$ cat src/rtl/mem_arbiter.sv
// Single-port data RAM arbiter: CPU memory stage vs external bus master, with read-owner tagging.
// Define ARB_STARVE_GUARD_EN to add the external-master starvation guard (STARVE_LIMIT).
module mem_arbiter #(
   parameter int unsigned STARVE_LIMIT = 4,
   parameter int unsigned ADDR_W       = 16,
   parameter int unsigned DATA_W       = 16
) (
   input  logic              clk,
   input  logic              rst,
   input  logic              cpu_req,
   input  logic              cpu_we,
   input  logic [ADDR_W-1:0] cpu_addr,
   input  logic [DATA_W-1:0] cpu_wdata,
   output logic              cpu_stall,
   output logic [DATA_W-1:0] cpu_rdata,
   output logic              cpu_rvalid,
   input  logic              ext_req,
   input  logic              ext_we,
   input  logic [ADDR_W-1:0] ext_addr,
   input  logic [DATA_W-1:0] ext_wdata,
   output logic              ext_gnt,
   output logic [DATA_W-1:0] ext_rdata,
   output logic              ext_rvalid,
   output logic [ADDR_W-1:0] ram_addr,
   output logic [DATA_W-1:0] ram_din,
   output logic              ram_we,
   input  logic [DATA_W-1:0] ram_dout
);

   if (STARVE_LIMIT < 1 || STARVE_LIMIT > 255) begin : g_limit_chk
      $error("mem_arbiter: STARVE_LIMIT must be in 1..255");
   end

   logic cpu_gnt;
   logic force_ext;
   logic rd_cpu_q, rd_ext_q;

`ifdef ARB_STARVE_GUARD_EN
   logic [7:0] starve_q, starve_d;

   assign force_ext = cpu_req & ext_req & (starve_q == 8'(STARVE_LIMIT));

   // Counts consecutive contested cycles the external master lost.
   always_comb begin
      starve_d = starve_q;
      if (!ext_req || ext_gnt) begin
         starve_d = 8'd0;
      end else if (cpu_req) begin
         starve_d = starve_q + 8'd1;
      end
   end

   always_ff @(posedge clk) begin
      if (rst) begin
         starve_q <= 8'd0;
      end else begin
         starve_q <= starve_d;
      end
   end
`else
   assign force_ext = 1'b0;
`endif

   // Grants are masked during reset so requests in that cycle are dropped.
   always_comb begin
      cpu_gnt   = ~rst & cpu_req & ~force_ext;
      ext_gnt   = ~rst & ext_req & (~cpu_req | force_ext);
      cpu_stall = ~rst & cpu_req & ~cpu_gnt;
   end

   always_comb begin
      ram_addr = cpu_addr;
      ram_din  = cpu_wdata;
      ram_we   = cpu_gnt & cpu_we;
      if (ext_gnt) begin
         ram_addr = ext_addr;
         ram_din  = ext_wdata;
         ram_we   = ext_we;
      end
   end

   always_ff @(posedge clk) begin
      if (rst) begin
         rd_cpu_q <= 1'b0;
         rd_ext_q <= 1'b0;
      end else begin
         rd_cpu_q <= cpu_gnt & ~cpu_we;
         rd_ext_q <= ext_gnt & ~ext_we;
      end
   end

   // A read tagged just before reset never reports valid while rst is high.
   assign cpu_rvalid = rd_cpu_q & ~rst;
   assign ext_rvalid = rd_ext_q & ~rst;
   assign cpu_rdata  = ram_dout;
   assign ext_rdata  = ram_dout;

endmodule
$ cat config.mk
export PLATFORM = sky130hd
export DESIGN_NAME = mem_arbiter
export DESIGN_NICKNAME = d
export VERILOG_FILES = /design/src/rtl/mem_arbiter.sv
export SDC_FILE = /design/constraint.sdc
export NUM_CORES = 1
export LEC_CHECK = 0
export BUFFER_PORTS_ARGS = -buffer_cell sky130_fd_sc_hd__buf_4
export CAP_MARGIN = 20
export CORE_MARGIN = 2
export CORE_UTILIZATION = 22
export CTS_CLUSTER_DIAMETER = 80
export DETAILED_ROUTE_END_ITERATION = 6
export GPL_TIMING_DRIVEN = 1
export PLACE_DENSITY = 0.8
export SKIP_LAST_GASP = 1
export SYNTH_ARGS = -nofsm -noshare
export SYNTH_HDL_FRONTEND = slang
export SYNTH_SLANG_ARGS = --single-unit
$ cat constraint.sdc
create_clock -name clk -period 1.2 [get_ports clk]
set_input_delay 0.18 -clock clk [delete_from_list [all_inputs] [get_ports clk]]
set_output_delay 0.18 -clock clk [all_outputs]
set_load 0.01 [all_outputs]
=== After elaboration in Yosys (flattened, before gate mapping) ===
Index checks and enable logic that the tools add are counted.
W data, S select, Z words.

* Register bits: 2
* Bits in latches: 0
* Bits in writable memories: 0
* Bits in read-only memories: 0
* Input bits: 86
* Output and inout port bits: 69
* Word-level logic and storage cells: 17
* Memories: 0

* Add/sub/neg operators: 0
* Multipliers: 0
* Divide/modulo/power cells: 0
* $lt $le $gt $ge: 0
* Eq/ne operators: 0
* Shifts and indexed selects: 0
* Multiplexer cells: 3
* Bitwise logic cells: 12
* Reductions and logical operators: 0

{| class="wikitable"
|+ Operators by type and width
! kind !! number
|-
| $mux W16 || 2
|-
| $and A1 B1 Y1 || 8
|-
| $not A1 Y1 || 4
|-
| $mux W1 || 1
|}

=== Logic depth before layout (Yosys ltp) ===
* Depth after elaboration: 4
* Gate-level depth with buffers: 3
* Gate-level depth less buffers: 2

=== Worst setup path after synthesis ===
OpenSTA, ideal clock, no wires.

* Path kind: input to output
* From: in rst
* To: out ram_din[10]
* Data arrival time: 1.080 ns
* Data required time: 1.020 ns
* Slack: -0.060 ns
* Stages: 3
* Path buffers: 1
* Cells stage by stage: nor3b_4 buf_6 mux2_2

* Cells in the longest elaborated chain, start to end: 4

{| class="wikitable"
|+ RTL lines
! item !! RTL line !! source
|-
| start: declaration || 9 || <nowiki>input logic rst,</nowiki>
|-
| $not A1 Y1 || 67 || <nowiki>ext_gnt = ~rst & ext_req & (~cpu_req | force_ext);</nowiki>
|-
| $and A1 B1 Y1 (2 in series) || 67 ||
|-
| net ext_gnt || 21 || <nowiki>output logic ext_gnt,</nowiki>
|-
| $mux W16 || 75 || <nowiki>if (ext_gnt) begin</nowiki>
|-
| end: declaration || 25 || <nowiki>output logic [DATA_W-1:0] ram_din,</nowiki>
|}

The timed path passes the listed nets, and every way through them passes these cells.

=== Worst setup path after layout ===
* From: in cpu_req
* To: out ram_din[13]

* Cells in the longest elaborated chain, start to end: 3

{| class="wikitable"
|+ RTL lines
! item !! RTL line !! source
|-
| start: declaration || 10 || <nowiki>input logic cpu_req,</nowiki>
|-
| $not A1 Y1 || 67 ||
|-
| $and A1 B1 Y1 || 67 ||
|-
| $mux W16 || 75 ||
|}

No other way between the ends.

==> out/metrics.yaml <==
worst_setup_path:
  critPathLaunch: "cpu_req"
  worst_ep_arrival_time_ns: 1.28
  endpoint: "ram_din[13]"
  crit_fanout: 7
  critPathKind: "input pin to primary output"
  start_kind: "input pin"
  end_kind: "primary output"
  worstPathRequired_ns: 1.02
placement:
  dp_cells: 198
  preCtsSetupSlack_ns: -0.290
  port_buffers: 105
  gp_congestion: 0.715
  placed_cell_area_sq_mm: 0.00147
  dpl.hpwl_mm: 2.39
cts:
  cts_hold_buf: 0
  cts_root_buf: "clkbuf_4"
  htree_levels: 1
  cts.path.max_buffers: 2
  cts_tree: "done"
  cts_buffers: 3
  path_clk_slew_ns: 0.03
  clkSinkCount: 2
detailed_routing:
  routed_wl_mm: 3.23
  vias_per_cell: 4.28
  drt_pass1_iterations: 4
  ant_nets: 0
  vias: 894
  routedWlPerCell_um: 15.5
  drc: 0
  drtIter0Drc: 17
finish:
  final_nets: 251
  areaGrowthSynthToFinish_pct: 140
  final_cells: 209
  final_layout_size_suffix_gt1_share_pct: 93.9
  final_util_pct: 54.3
  num_antenna_cells: 0
  final_cell_area_sq_mm: 0.00180
power_and_ir_drop:
  pwr-share-comb_pct: 74.2
  power.density_mw_per_mm2: 486
  total_power_uw: 873
  power_leakage_nw: 0.933
  intPower_uw: 634
  p_sw_share_pct: 27.4
  ir_drop_mv: 0.320
  pwr-share-seq_pct: 8.0
  switching_power_uw: 239
  clock_power_share_pct: 17.8
status:
  violations: "negative setup slack"
  status: "finished with violations"
synth:
  seq_area_frac_synth_pct: 5.35
  syn_nets: 165
  yosys.area_share.adder_pct: 0
  syn_area_per_cell_sq_um: 9.47
  ys_types: 13
  synth_compound_area_share_pct: 0.669
  ys.warnings.count: 0
  netlist_area_sq_um: 748
  synth_seq_cells: 2
  syn_inst: 79
  synth_top_family_by_area: "multiplexers"
  synth_xor_area_share_pct: 0
  muxShareOfSynthArea_pct: 48.2
  synth_simple_gate_area_share_pct: 7.69
global_route:
  antenna_found_initial: 0
  grt_pass1_wl_mm: 4.53
  grt_max_degree: 11
  grt_usage_pct: 14.8
  grt_overflow: 0
  grt_pass1_vias: 944
floorplanning:
  io_pins: 155
  die_w_um: 62.3
  fp-row-count: 21
  die_y_um: 62.3
  initial_core_util_pct: 22.6
  die_area_sq_mm: 0.00388
  core_sq_mm: 0.00331
timing:
  fmax_mhz: 686
  setup_tns_ns: -7.82
  whs_ns: 0.121
  post-route-period-util_pct: 121
  min_period_ns: 1.46
  slew_violations: 0
  grt_setup_unrepaired: "yes"
  setup_slack_ns: -0.258
  hold_viol_final: 0
  setup_viol: 33
job:
  drv_cap: 0
worst_hold_path:
  hp-class: "input pin to register"
-- cell usage after synthesis --
cell type	instances	share of area [%]
conb_1	1	0.50
nor3b_1	1	1.0
mux2_2	30	45
nand2_1	1	0.50
nor3b_4	1	2.5
nor2b_1	2	1.7
and2b_1	1	1.0
dfxtp_1	2	5.4
a21oi_1	1	0.67
mux2_1	2	3.0
nand3b_1	1	1.0
buf_6	3	4.5
buf_4	33	33
-- per-layer routing --
metal / global-route usage (%) / vias to the layer above / routed length, um
met5: 0 / - / 0
met4: 3.06 / 0 / 0
met3: 7.43 / 0 / 484
met2: 28.1 / 95 / 1710
met1: 14.2 / 392 / 1040
li1: - / 407 / -
-- sequential cells by signal, indices dropped and copies added (netlist names) --
register / cells
rd_cpu_q: 1
rd_ext_q: 1
-- how the worst min path moves through the flow --
stage / startpoint / endpoint / slack [ns] / depth (start not counted)
floorplan: ext_we / rd_ext_q / 0.25 / 1
global placement: ext_we / rd_ext_q / 0.35 / 2
detailed placement: ext_we / rd_ext_q / 0.35 / 2
CTS: ext_we / rd_ext_q / 0.11 / 2
global route: ext_we / rd_ext_q / 0.11 / 2
finish: ext_we / rd_ext_q / 0.12 / 2
-- kinds of logic after synthesis --
kind of cell | after synthesis
flops | 2
mux | 32
other cells | 1
simple gates | 7
buf+inv | 36
compound gates | 1
-- layout by cell type, fill, tap and decap left out, drive strengths merged --
| master | n |
|---|---|
| and2b | 1 |
| buf | 116 |
| conb | 1 |
| clkbuf | 4 |
| dfxtp | 2 |
| a21oi | 1 |
| nor3b | 2 |
| nand2 | 1 |
| nor2b | 2 |
| mux2 | 32 |
| nand3b | 1 |
-- critical path: stages --
cell and delay, ns:
buf_8 0.10, nor3b_4 0.27, buf_6 0.17, buf_12 0.13
mux2_4 0.31, buf_6 0.12
-- layout make-up --
type / count / area, sq um
clock buffers: 3 / 22.5
fillers: 295 / 1510
multi-input cells: 41 / 547
flip-flops and latches: 2 / 40.0
well taps: 46 / 57.6
repair buffers: 117 / 1130
-- power groups by stage --
| stage | registers (mW) | clock network, mW | logic, mW |
|---|---|---|---|
| 6_report | 0.0696 | 0.156 | 0.648 |
| 5_1_grt | 0.0697 | 0.170 | 0.679 |
| 4_1_cts | 0.0696 | 0.168 | 0.603 |
| 3_5_place_dp | 0.0705 | 0 | 0.529 |
| 3_3_place_gp | 0.0704 | 0 | 0.525 |
| 2_1_floorplan | 0.0704 | 0 | 0.319 |
-- what timing repair did --
action,4_1_cts,5_1_grt
pin swaps,1,1
cloned,3,1
buffers inserted,4,0
resized for setup,24,23
endpoints found under the setup margin,32,33
Power figures use the tool's default switching activity.
